<file path="config.mk">
export PLATFORM = sky130hd
export DESIGN_NAME = hps_pixel_loader_flat
export DESIGN_NICKNAME = d
export VERILOG_FILES = /design/src/rtl/hps_pixel_loader_if.sv /design/src/rtl/hps_pixel_loader.sv /design/src/flat_wrapper.sv
export SDC_FILE = /design/constraint.sdc
export NUM_CORES = 1
export LEC_CHECK = 0
export CAP_MARGIN = 20
export CORE_MARGIN = 4
export CORE_UTILIZATION = 53
export DETAILED_ROUTE_END_ITERATION = 12
export MAX_ROUTING_LAYER = met4
export PLACE_DENSITY = 0.81
export SYNTH_ARGS = -nofsm -noshare
export SYNTH_HDL_FRONTEND = slang
export SYNTH_SLANG_ARGS = --single-unit
</file>
<file path="constraint.sdc">
create_clock -name clk_100 -period 4.65 [get_ports clk_100]
set_input_delay 0.465 -clock clk_100 [delete_from_list [all_inputs] [get_ports clk_100]]
set_output_delay 0.465 -clock clk_100 [all_outputs]
set_load 0.01 [all_outputs]
</file>
<file path="src/rtl/hps_pixel_loader_if.sv">
// rtl/hps_pixel_loader_if.sv - packed-word stream in, single-pixel RAM write port out
interface hps_pixel_loader_if;
   logic [31:0] s_data;
   logic        s_valid;
   logic        s_ready;
   logic [7:0]  pix_data;
   logic [14:0] pix_addr;
   logic        solicita_escrita;
   logic        done_write;

   // master is the loader side; slave is the HPS bridge plus RAM writer side
   modport master (
      input  s_data, s_valid, done_write,
      output s_ready, pix_data, pix_addr, solicita_escrita
   );
   modport slave (
      output s_data, s_valid, done_write,
      input  s_ready, pix_data, pix_addr, solicita_escrita
   );
endinterface

</file>
<file path="src/rtl/hps_pixel_loader.sv">
// rtl/hps_pixel_loader.sv - unpacks 32-bit HPS words into per-pixel original-image RAM writes
module hps_pixel_loader #(
   parameter int MEM_DEPTH      = 19200,
   parameter int GUARD_CYCLES   = 3,
   parameter int TIMEOUT_CYCLES = 255
) (
   input  logic                 clk_100,
   input  logic                 reset,
   input  logic                 cmd_start,
   input  logic [14:0]          cmd_base_addr,
   input  logic [15:0]          cmd_count,
   hps_pixel_loader_if.master   pix_if,
   output logic                 busy,
   output logic                 load_done,
   output logic                 err_range,
   output logic                 err_timeout,
   output logic [15:0]          pixels_written
);
   localparam int TW = $clog2(TIMEOUT_CYCLES + 1);
   localparam int GW = $clog2(GUARD_CYCLES + 1);
   localparam logic [16:0] DEPTH_W = 17'(MEM_DEPTH);

   typedef enum logic [2:0] {IDLE, FETCH, REQ, GUARD, DONE} state_t;

   state_t        state;
   logic [14:0]   base_q;
   logic [15:0]   count_q;
   logic [31:0]   word_q;
   logic [2:0]    byte_idx;
   logic [TW-1:0] tmo_cnt;
   logic [GW-1:0] guard_cnt;
   logic          range_bad;

   // 17-bit sum so a base near the top of the RAM cannot wrap past the check
   assign range_bad = ({2'b00, cmd_base_addr} + {1'b0, cmd_count}) > DEPTH_W;

   function automatic logic [7:0] pick_byte(input logic [31:0] w, input logic [1:0] i);
      case (i)
         2'd0:    pick_byte = w[7:0];
         2'd1:    pick_byte = w[15:8];
         2'd2:    pick_byte = w[23:16];
         default: pick_byte = w[31:24];
      endcase
   endfunction

   always_ff @(posedge clk_100 or negedge reset) begin
      if (!reset) begin
         state                   <= IDLE;
         base_q                  <= '0;
         count_q                 <= '0;
         word_q                  <= '0;
         byte_idx                <= '0;
         tmo_cnt                 <= '0;
         guard_cnt               <= '0;
         busy                    <= 1'b0;
         load_done               <= 1'b0;
         err_range               <= 1'b0;
         err_timeout             <= 1'b0;
         pixels_written          <= '0;
         pix_if.s_ready          <= 1'b0;
         pix_if.pix_data         <= '0;
         pix_if.pix_addr         <= '0;
         pix_if.solicita_escrita <= 1'b0;
      end else begin
         load_done <= 1'b0;
         err_range <= 1'b0;
         case (state)
            IDLE: begin
               if (cmd_start) begin
                  if (cmd_count == 16'd0) begin
                     load_done      <= 1'b1;
                     pixels_written <= '0;
                     err_timeout    <= 1'b0;
                  end else if (range_bad) begin
                     err_range <= 1'b1;
                  end else begin
                     base_q         <= cmd_base_addr;
                     count_q        <= cmd_count;
                     pixels_written <= '0;
                     err_timeout    <= 1'b0;
                     busy           <= 1'b1;
                     pix_if.s_ready <= 1'b1;
                     state          <= FETCH;
                  end
               end
            end
            FETCH: begin
               if (pix_if.s_valid) begin
                  word_q                  <= pix_if.s_data;
                  byte_idx                <= 3'd0;
                  pix_if.s_ready          <= 1'b0;
                  pix_if.solicita_escrita <= 1'b1;
                  pix_if.pix_data         <= pix_if.s_data[7:0];
                  pix_if.pix_addr         <= base_q + pixels_written[14:0];
                  tmo_cnt                 <= '0;
                  state                   <= REQ;
               end
            end
            REQ: begin
               if (pix_if.done_write) begin
                  pix_if.solicita_escrita <= 1'b0;
                  pixels_written          <= pixels_written + 16'd1;
                  byte_idx                <= byte_idx + 3'd1;
                  guard_cnt               <= '0;
                  state                   <= GUARD;
               end else if (tmo_cnt == TW'(TIMEOUT_CYCLES - 1)) begin
                  pix_if.solicita_escrita <= 1'b0;
                  err_timeout             <= 1'b1;
                  busy                    <= 1'b0;
                  state                   <= IDLE;
               end else begin
                  tmo_cnt <= tmo_cnt + 1'b1;
               end
            end
            GUARD: begin
               // late done_write pulses land here and are deliberately ignored
               if (guard_cnt == GW'(GUARD_CYCLES - 1)) begin
                  if (pixels_written == count_q) begin
                     load_done <= 1'b1;
                     busy      <= 1'b0;
                     state     <= DONE;
                  end else if (byte_idx == 3'd4) begin
                     pix_if.s_ready <= 1'b1;
                     state          <= FETCH;
                  end else begin
                     pix_if.solicita_escrita <= 1'b1;
                     pix_if.pix_data         <= pick_byte(word_q, byte_idx[1:0]);
                     pix_if.pix_addr         <= base_q + pixels_written[14:0];
                     tmo_cnt                 <= '0;
                     state                   <= REQ;
                  end
               end else begin
                  guard_cnt <= guard_cnt + 1'b1;
               end
            end
            DONE: state <= IDLE;
            default: state <= IDLE;
         endcase
      end
   end
endmodule

</file>
<file path="src/flat_wrapper.sv">
// flat-port wrapper written by rule: the top's interface ports become plain ports
module hps_pixel_loader_flat 
#(
   parameter int MEM_DEPTH      = 19200,
   parameter int GUARD_CYCLES   = 3,
   parameter int TIMEOUT_CYCLES = 255
)
  (clk_100, reset, cmd_start, cmd_base_addr, cmd_count, busy, load_done, err_range, err_timeout, pixels_written, pix_if_s_data, pix_if_s_valid, pix_if_done_write, pix_if_s_ready, pix_if_pix_data, pix_if_pix_addr, pix_if_solicita_escrita);
  hps_pixel_loader_if pix_if_i ();
  input  logic clk_100;
  input  logic reset;
  input  logic cmd_start;
  input  logic [14:0] cmd_base_addr;
  input  logic [15:0] cmd_count;
  output logic busy;
  output logic load_done;
  output logic err_range;
  output logic err_timeout;
  output logic [15:0] pixels_written;
  input wire logic [$bits(pix_if_i.s_data)-1:0] pix_if_s_data;
  input wire logic [$bits(pix_if_i.s_valid)-1:0] pix_if_s_valid;
  input wire logic [$bits(pix_if_i.done_write)-1:0] pix_if_done_write;
  output wire logic [$bits(pix_if_i.s_ready)-1:0] pix_if_s_ready;
  output wire logic [$bits(pix_if_i.pix_data)-1:0] pix_if_pix_data;
  output wire logic [$bits(pix_if_i.pix_addr)-1:0] pix_if_pix_addr;
  output wire logic [$bits(pix_if_i.solicita_escrita)-1:0] pix_if_solicita_escrita;
  assign pix_if_i.s_data = pix_if_s_data;
  assign pix_if_i.s_valid = pix_if_s_valid;
  assign pix_if_i.done_write = pix_if_done_write;
  assign pix_if_s_ready = pix_if_i.s_ready;
  assign pix_if_pix_data = pix_if_i.pix_data;
  assign pix_if_pix_addr = pix_if_i.pix_addr;
  assign pix_if_solicita_escrita = pix_if_i.solicita_escrita;
  hps_pixel_loader #(.MEM_DEPTH(MEM_DEPTH), .GUARD_CYCLES(GUARD_CYCLES), .TIMEOUT_CYCLES(TIMEOUT_CYCLES)) u_core (.clk_100(clk_100), .reset(reset), .cmd_start(cmd_start), .cmd_base_addr(cmd_base_addr), .cmd_count(cmd_count), .pix_if(pix_if_i), .busy(busy), .load_done(load_done), .err_range(err_range), .err_timeout(err_timeout), .pixels_written(pixels_written));
endmodule
</file>
==> impl.org, run 1 <==
** Run status
- Result of the run :: completed

** Global routing
- The initial antenna violation count was 0.
- Largest net degree at the start of global routing :: between 50 and 60
- Remaining global-route overflow :: 0
- All-layer global routing usage :: 0.274
- First-pass GRT wire length :: about 31000 um
- The via count of the first global-routing pass is approximately 6200.

** Routing
- Detailed routing inserted a total of slightly above 6000 vias.
- Per-cell routed wire length :: roughly 18 um
- The detailed router finished its first iteration with 528 violations.
- DRT Pass-1 Iters :: 7
- Final routed DRC violation total :: 0
- In the routed layout, each cell is associated on average with a via count of a little under 6.
- WL final :: 19200 um
- Final ANT Viol Nets :: 0

** Clock network
- After clock tree synthesis, the repair step resized 0 gates.
- TritonCTS built the clock tree.
- Clock Sinks :: between 100 and 150
- Number of buffers inserted by post-CTS setup repair :: 0
- Cell chosen for the clock root :: sky130_fd_sc_hd__clkbuf_16
- CTS Hold Bufs :: 0
- In this run the deepest clock path goes through 2 buffers.
- For the worst-skew pair, the clock arrives at the later sink with an insertion delay of roughly 0.42 ns.
- The number of clock buffers added by TritonCTS is 17.
- The H-tree generated during clock tree synthesis spans 4 levels.
- Clock-pin slew was measured on the worst setup and hold paths at roughly 0.05 ns.

** STA
- Final setup violation count :: 0
- Setup total negative slack on the finished layout was measured at 0 ns.
- Actual transition at the worst max-transition pin :: around 1.1 ns
- Final worst path period share :: 0.802
- Counting I/O delays and the setup requirement, the final critical path takes around 3.7 ns.
- Across all setup checks in the final design, the least slack found is between 0.9 and 1 ns.
- Maximum clock rate :: between 200 and 300 MHz
- Worst relative slew slack :: 0.286
- The number of failing hold endpoints at the final stage was 0.
- Clock skew on the completed layout was measured at between 0.009 and 0.01 ns.
- Setup repair after global routing missed its margin :: no
- The max-slew violation count was 0.

** Logic synthesis
- The share of the Yosys chip area taken by registers is 0.442.
- Counting flops with an async set or reset pin after synthesis yields a share of 1.00.
- Synth unique cells :: 60
- Counting every instance in the synthesized netlist gives between 700 and 800.
- Yosys warning count :: 0
- Number of enable-type register cells in the synthesized netlist :: 0
- Netlist Area Pre-Place :: about 7000 um^2
- Among all flip-flop cells after synthesis, the most frequent one is sky130_fd_sc_hd__dfrtp_1.
- Counting every net in the synthesized netlist gives approximately 860.
- Mean area per synthesized cell :: about 9.3 um^2
- FF+latch count, synth :: 124

** Layout
- FF+latch area :: between 3000 and 4000 um^2
- Area Overhead vs Synth :: 26.8%
- Count of filler cells inserted in the layout :: about 900
- Summing all multi-input logic gate instances after layout gives 3720 um^2.
- The number of antenna diodes in the final layout is 0.
- Proportion of layout cells with a drive suffix above 1 :: 0.0856
- For this run, the post-layout net count is between 900 and 1000.

** Place
- The count of buffers added on input and output ports is 112.
- Detailed placement finished with a half-perimeter wire length of around 14000 um.
- Gp weighted congestion :: 0.978
- Pre-CTS setup slack :: ~0.58 ns

** Critical path
- Setup slack on the worst reg-to-reg path comes out at ~1.7 ns.
- Worst path slowest cell :: sky130_fd_sc_hd__o21a_1
- Counting both buffers and inverters, the worst setup path holds a total of 1.
- Arrival @ worst endpoint :: 4.08 ns
- The kind of cell with the highest combined delay along the critical path is compound AO/OA/AOI/OAI gates.
- Critical setup path kind :: primary input to flop
- Kind of end point of the critical path :: flop
- In this run the worst path has a maximum fanout of 16.
- For the worst setup path, the data required time is roughly 5.0 ns.
- Chain of cells forming the critical path :: clkdlybuf4s50_1, ha_1, and3_1, a22o_1, o41ai_1, xnor2_1, o211ai_1, o211a_1, a221oi_1, o21a_1, mux2_2
- On the worst path, the slowest cell contributes a delay of around 0.59 ns.
- Crit start category :: primary input

** Floorplanning
- Number of primary I/O pins :: roughly 110
- In this run the standard cell core region covers ~13000 um^2.
- The die is approximately 120 um wide.
- From bottom edge to top edge, the die measures 123 um.
- For this configuration, the core starts out at a cell density of 0.550.
- After floorplanning, the core was divided into a little over 40 placement rows.
- The floorplan step defined a die boundary enclosing 15200 um^2.

** Hold path
- The worst hold path belongs to the class primary input to async pin.

** Pwr
- In this run the power density over the cells is ~630 nW/um^2.
- Static power due to leakage :: about 4.0 nW
- VDD IR max :: ~300 uV

** Run
- MaxCap Viol Count :: 0
## per-stage QoR
step / std cells / cell area, um^2 / total power [mW] / util / hold slack [ns]
5_1_grt: 1048 / 8910 / 6.01 / 0.697 / 0.120
3_3_place_gp: 1014 / 8270 / 4.13 / 0.647 / 0.457
2_1_floorplan: 754 / 7020 / 3.38 / - / 0.169
3_5_place_dp: 1014 / 8270 / 4.25 / 0.647 / 0.461
6_report: 1048 / 8910 / 5.64 / 0.697 / 0.0692
4_1_cts: 1046 / 8850 / 5.62 / 0.693 / 0.0825
## routing by layer
layer  wire [um]  global-route usage  vias up
met5           0                   -        -
met1        8430               0.366     2993
met3        1250              0.0476       43
met4         556               0.107        0
li1            -                   -     2898
met2        8990               0.419      254
## cells in the final DEF, fill, tap and decap left out, types with 7 or more instances in the layout
master,instances
sky130_fd_sc_hd__buf_4,7
sky130_fd_sc_hd__inv_1,15
sky130_fd_sc_hd__a222oi_1,8
sky130_fd_sc_hd__nand3_1,30
sky130_fd_sc_hd__dfrtp_1,124
sky130_fd_sc_hd__a21o_1,20
sky130_fd_sc_hd__clkdlybuf4s50_1,111
sky130_fd_sc_hd__nor3_1,8
sky130_fd_sc_hd__nand2_1,161
sky130_fd_sc_hd__nand4_1,10
sky130_fd_sc_hd__a21oi_1,37
sky130_fd_sc_hd__o21ai_0,43
sky130_fd_sc_hd__nor2_1,47
sky130_fd_sc_hd__mux2_2,30
sky130_fd_sc_hd__nor4_1,7
sky130_fd_sc_hd__and3_1,8
sky130_fd_sc_hd__ha_1,38
sky130_fd_sc_hd__clkbuf_16,17
sky130_fd_sc_hd__xor2_1,14
sky130_fd_sc_hd__xnor2_1,30
sky130_fd_sc_hd__o31ai_1,11
## layout make-up
type                            instances  share of cell area
Multi-Input combinational cell        584               0.418
Sequential cell                       124               0.348
Timing Repair Buffer                  120               0.137
Clock buffer                           25              0.0534
Tap cell                              172              0.0242
Clock inverter                          7              0.0126
Inverter                               16             0.00674
## sequential cells by signal, indices dropped and copies added (netlist names)
register                        cells
u_core.err_timeout                  1
u_core.pix_if.s_ready               1
u_core.load_done                    1
u_core.word_q                      32
u_core.pixels_written              16
u_core.byte_idx                     3
u_core.base_q                      15
u_core.busy                         1
u_core.pix_if.pix_addr             15
u_core.guard_cnt                    2
u_core.state                        3
u_core.pix_if.pix_data              8
u_core.tmo_cnt                      8
u_core.pix_if.solicita_escrita      1
u_core.count_q                     16
u_core.err_range                    1
## worst paths after layout
| path | start | endpoint | depth (start not counted) |
|---|---|---|---|
| hold reg to reg | u_core.pix_if.pix_addr[0] | u_core.pix_if.pix_addr[0] | 2 |
| min in group clk_100 | u_core.pix_if.pix_addr[0] | u_core.pix_if.pix_addr[0] | 2 |
| max in group asynchronous | reset | u_core.pix_if.pix_addr[6] | 2 |
| setup / recovery | cmd_base_addr[4] | u_core.pixels_written[0] | 11 |
| setup reg to reg | u_core.state[1] | u_core.tmo_cnt[7] | 9 |
| hold / removal | reset | u_core.pix_if.pix_addr[8] | 1 |
## power by group
part           switching (mW)  internal [mW]
sequential              0.468           1.54
clock                   0.452          0.868
combinational            1.16           1.15
## cell families after synthesis
logic type                 count (synthesis)  synth area share
adders and majority gates                 40            0.0734
buffers and inverters                     46            0.0281
and+or+nand+nor                          299             0.188
AOI/OAI and AO/OA                        166             0.158
muxes                                     35            0.0558
DFF                                      124             0.442
xor gates and xnor gates                  44            0.0549
## cell usage after synthesis (3+ instances only)
cell type | n | area share
sky130_fd_sc_hd__nand2_1 | 161 | 0.086
sky130_fd_sc_hd__dfrtp_1 | 124 | 0.44
sky130_fd_sc_hd__nor2_1 | 47 | 0.025
sky130_fd_sc_hd__o21ai_0 | 43 | 0.031
sky130_fd_sc_hd__ha_1 | 38 | 0.068
sky130_fd_sc_hd__a21oi_1 | 37 | 0.026
sky130_fd_sc_hd__mux2_2 | 30 | 0.048
sky130_fd_sc_hd__nand3_1 | 30 | 0.021
sky130_fd_sc_hd__xnor2_1 | 30 | 0.037
sky130_fd_sc_hd__clkbuf_1 | 24 | 0.013
sky130_fd_sc_hd__a21o_1 | 20 | 0.021
sky130_fd_sc_hd__inv_1 | 15 | 0.0080
sky130_fd_sc_hd__xor2_1 | 14 | 0.017
sky130_fd_sc_hd__o31ai_1 | 11 | 0.012
sky130_fd_sc_hd__nand4_1 | 10 | 0.0089
sky130_fd_sc_hd__a222oi_1 | 8 | 0.011
sky130_fd_sc_hd__and3_1 | 8 | 0.0071
sky130_fd_sc_hd__nor3_1 | 8 | 0.0057
sky130_fd_sc_hd__nor4_1 | 7 | 0.0062
sky130_fd_sc_hd__nor2b_1 | 6 | 0.0053
sky130_fd_sc_hd__o211ai_1 | 6 | 0.0064
sky130_fd_sc_hd__o21a_1 | 6 | 0.0064
sky130_fd_sc_hd__or2_2 | 5 | 0.0045
sky130_fd_sc_hd__a211oi_1 | 4 | 0.0043
sky130_fd_sc_hd__nand2b_1 | 4 | 0.0036
sky130_fd_sc_hd__or3_1 | 4 | 0.0036
sky130_fd_sc_hd__a221oi_1 | 3 | 0.0037
sky130_fd_sc_hd__a31oi_1 | 3 | 0.0027
sky130_fd_sc_hd__buf_6 | 3 | 0.0048
sky130_fd_sc_hd__mux2_1 | 3 | 0.0048
sky130_fd_sc_hd__o2bb2ai_1 | 3 | 0.0037
Power figures use the tool's default switching activity.
==> run 2, diff against run 1 <==
==> constraint.sdc (replaced) <==
create_clock -name clk_100 -period 3.51 [get_ports clk_100]
set_input_delay 0.351 -clock clk_100 [delete_from_list [all_inputs] [get_ports clk_100]]
set_output_delay 0.351 -clock clk_100 [all_outputs]
set_load 0.01 [all_outputs]
==> run 2 against run 1 <==
Total power increased by 33%. Largest power group unchanged. Sequential power increased by 32%. Clock-buffer cell count decreased by 8. Worst hold slack got worse by 0.064 ns. Worst setup slack got worse by 0.85 ns. Clock power increased by 28%.
==> impl.org, run 2 (same netlist as run 1, synthesis figures left out) <==
** Routing
- DRT Pass-1 Iters :: 6
- Number of vias in the routed layout :: around 6500
- Drt via density :: ~6.0
- Final routed DRC violation total :: 0
- The routed design has 20300 um of wire.
- In the final routed layout, each cell accounts on average for ~19 um.
- After the first detailed-routing iteration, the DRC count stood at between 600 and 700.
- The detail route stage leaves a number of antenna-violating nets equal to 0.

** Floorplanning
- The initial utilization of the core area, before any placement, comes to 0.550.
- between 100 and 150 I/O pins were placed.
- The die covers between 15000 and 20000 um^2.
- The die is 123 um tall.
- Horizontal die dimension :: ~120 um
- The floorplan step defined a core boundary enclosing around 13000 um^2.
- In this run the core area contains just over 40 standard-cell rows.

** Layout
- Top register by number of flip-flops :: u_core.word_q
- In the final design database the tool counted slightly above 1000 nets.
- Proportion of layout cells with a drive suffix above 1 :: 0.135
- The register with the most flip-flops in the layout has 32 of them.
- The repair_antennas step left the layout with diodes totalling 0.
- The top cell types in the final layout, fill and taps aside, are 161 x sky130_fd_sc_hd__nand2_1, 124 x sky130_fd_sc_hd__dfrtp_1, 111 x sky130_fd_sc_hd__clkdlybuf4s50_1.
- The area growth from synthesis to layout is 31.3%.
- The largest registers in the layout are u_core.word_q: 32 flops, u_core.count_q: 16 flops, u_core.pixels_written: 16 flops.
- Most common library cell in the layout ignoring fill and taps :: sky130_fd_sc_hd__nand2_1
- For this run, the share of the core covered by cells in the final layout is 0.722.

** Clock network
- Maximum buffer depth of the clock tree :: 2
- The cell sitting at the root of the clock tree is a sky130_fd_sc_hd__clkbuf_16.
- CTS Hold Bufs :: 0
- TritonCTS built the clock tree.
- In this run the number of H-tree levels came out at 4.
- In this run, CTS created clock tree buffers numbering 17.
- Clock-pin slew was measured on the worst setup and hold paths at 0.05 ns.
- Clk Latency, worst-skew pair :: approximately 0.42 ns
- Clock Sinks :: 124

** Critical path
- Required time of the critical path :: 3.80 ns
- Chain of cells forming the critical path :: clkdlybuf4s50_1, ha_2, fa_2, and3_1, o211a_1, o21ai_2, a21oi_2, or3_4, a211oi_4, a22oi_2, nor3_4, buf_6, clkbuf_16, mux2_1
- For the worst flop-to-flop path, the logic depth is 10.
- Critical setup path kind :: primary input to flop
- The largest single stage delay on the critical path is ~0.45 ns.
- Along the worst path, the maximum fanout reaches 15.
- Worst path slowest cell :: sky130_fd_sc_hd__clkdlybuf4s50_1
- Arrival @ worst endpoint :: around 3.7 ns
- Kind of end point of the critical path :: flop
- Crit start category :: primary input

** Place
- Detailed placement ended at an HPWL of around 14000 um.
- Number of input and output port buffers inserted :: ~110
- The congestion estimate from routability-driven global placement came to 0.947.

** Pwr
- Share of power burned in registers :: 0.352
- Summed over all cells, the static leakage comes to around 4.2 nW.
- Power per Cell Area :: slightly above 800 nW/um^2
- Internal power comes to around 4.7 mW.
- Of the total power, combinational logic draws 0.424.
- VDD IR max :: between 400 and 500 uV
- Switching component of the power :: about 2.9 mW
- Switching share of total power :: 0.381
- Proportion of power drawn by the clock network :: 0.225

** Run
- The tool flagged a number of max-cap violations equal to 0.

** Run status
- Result of the run :: completed

** Global routing
- Highest-utilization routing layer at the global route stage :: met2
- The total overflow left after global routing is 0.
- For this run, global-route usage on met3 was measured as 0.0508.
- Met1 track utilization from global routing :: 0.371
- For this run, global-route usage on met2 was measured as 0.445.
- The first global-routing pass estimated roughly 33000 um of wire.
- In the global route stage, overall resource usage came out at 0.283.
- Largest net degree at the start of global routing :: 58
- The via count of the first global-routing pass was approximately 6600.
- Number of antenna violations at the first check in global routing :: 0

** STA
- The max-slew violation count is 0.
- Headroom to the max-slew limit came out at 0.490.
- For this run, the top clock speed supported by timing is ~290 MHz.
- Final period demand of the worst path :: 3.44 ns
- The clock arrives with ~0.011 ns of skew.
- Final worst path period share :: 0.980
- Final setup violation count :: 0
- The number of failing hold endpoints at the final stage was 0.
- Summed over all failing endpoints, the final setup total negative slack is 0 ns.
- Actual transition at the worst max-transition pin :: roughly 0.76 ns

** Hold path
- The tightest min-delay check is of the primary input to async pin type.
run 2: repair_timing:
| item | 4_1_cts | 5_1_grt |
|---|---|---|
| setup endpoints to repair | 0 | 42 |
| setup buffers | 0 | 3 |
| gates resized for setup | 0 | 8 |
run 2: worst paths after layout:
kind | from | end | slack, ns
setup / recovery | cmd_base_addr[0] | u_core.count_q[3] | 0.07
hold / removal | reset | u_core.pix_if.pix_addr[1] | 0.005
setup reg to reg | u_core.tmo_cnt[0] | u_core.tmo_cnt[5] | 0.51
hold reg to reg | u_core.pix_if.pix_data[4] | u_core.pix_if.pix_data[4] | 0.48
max in group asynchronous | reset | u_core.count_q[3] | 2.70
min in group clk_100 | pix_if_s_data[8] | u_core.word_q[8] | 0.46
run 2: worst max-delay path, delay by kind of cell:
family / cells / cell delay (ns)
buffers and inverters: 3 / 0.76
adders and majority gates: 2 / 0.56
and+or+nand+nor: 3 / 0.85
muxes: 1 / 0.34
AOI/OAI and AO/OA: 5 / 0.86
run 2: cell type report:
| type | instances | area (um^2) |
|---|---|---|
| clock buffer | 17 | 425 |
| clock inverter | 15 | 151 |
| fill | 863 | 3550 |
| inverter | 16 | 60.1 |
| multi-input combinational | 584 | 3750 |
| sequential | 124 | 3100 |
| tap | 172 | 215 |
| timing repair buffer | 157 | 1520 |
run 2: stage by stage:
step | instances | hold WS [ns] | instance area (um^2) | total power, mW | setup WS [ns]
6_report | 1085 | 0.00532 | 9230 | 7.53 | 0.0686
2_1_floorplan | 754 | 0.0554 | 7020 | 4.48 | 0.349
3_3_place_gp | 1048 | 0.454 | 8550 | 5.54 | -0.155
5_1_grt | 1085 | 0.0657 | 9230 | 8.02 | -0.0374
4_1_cts | 1080 | 0.0316 | 9120 | 7.47 | 0.136
3_5_place_dp | 1048 | 0.461 | 8550 | 5.72 | -0.303
run 2: per-layer routing:
| layer | wire (um) | vias to the layer above |
|---|---|---|
| met4 | 550 | 0 |
| met5 | 0 | - |
| met1 | 8470 | 3146 |
| li1 | - | 2969 |
| met2 | 9700 | 329 |
| met3 | 1530 | 54 |
run 2: power groups by stage:
stage               registers, mW  logic (mW)  clock network [mW]
floorplan                    2.52        1.96                   0
global placement             2.59        2.94                   0
detailed placement           2.64        3.08                   0
CTS                          2.63        3.13                1.70
global route                 2.71        3.53                1.77
finish                       2.65        3.19                1.69
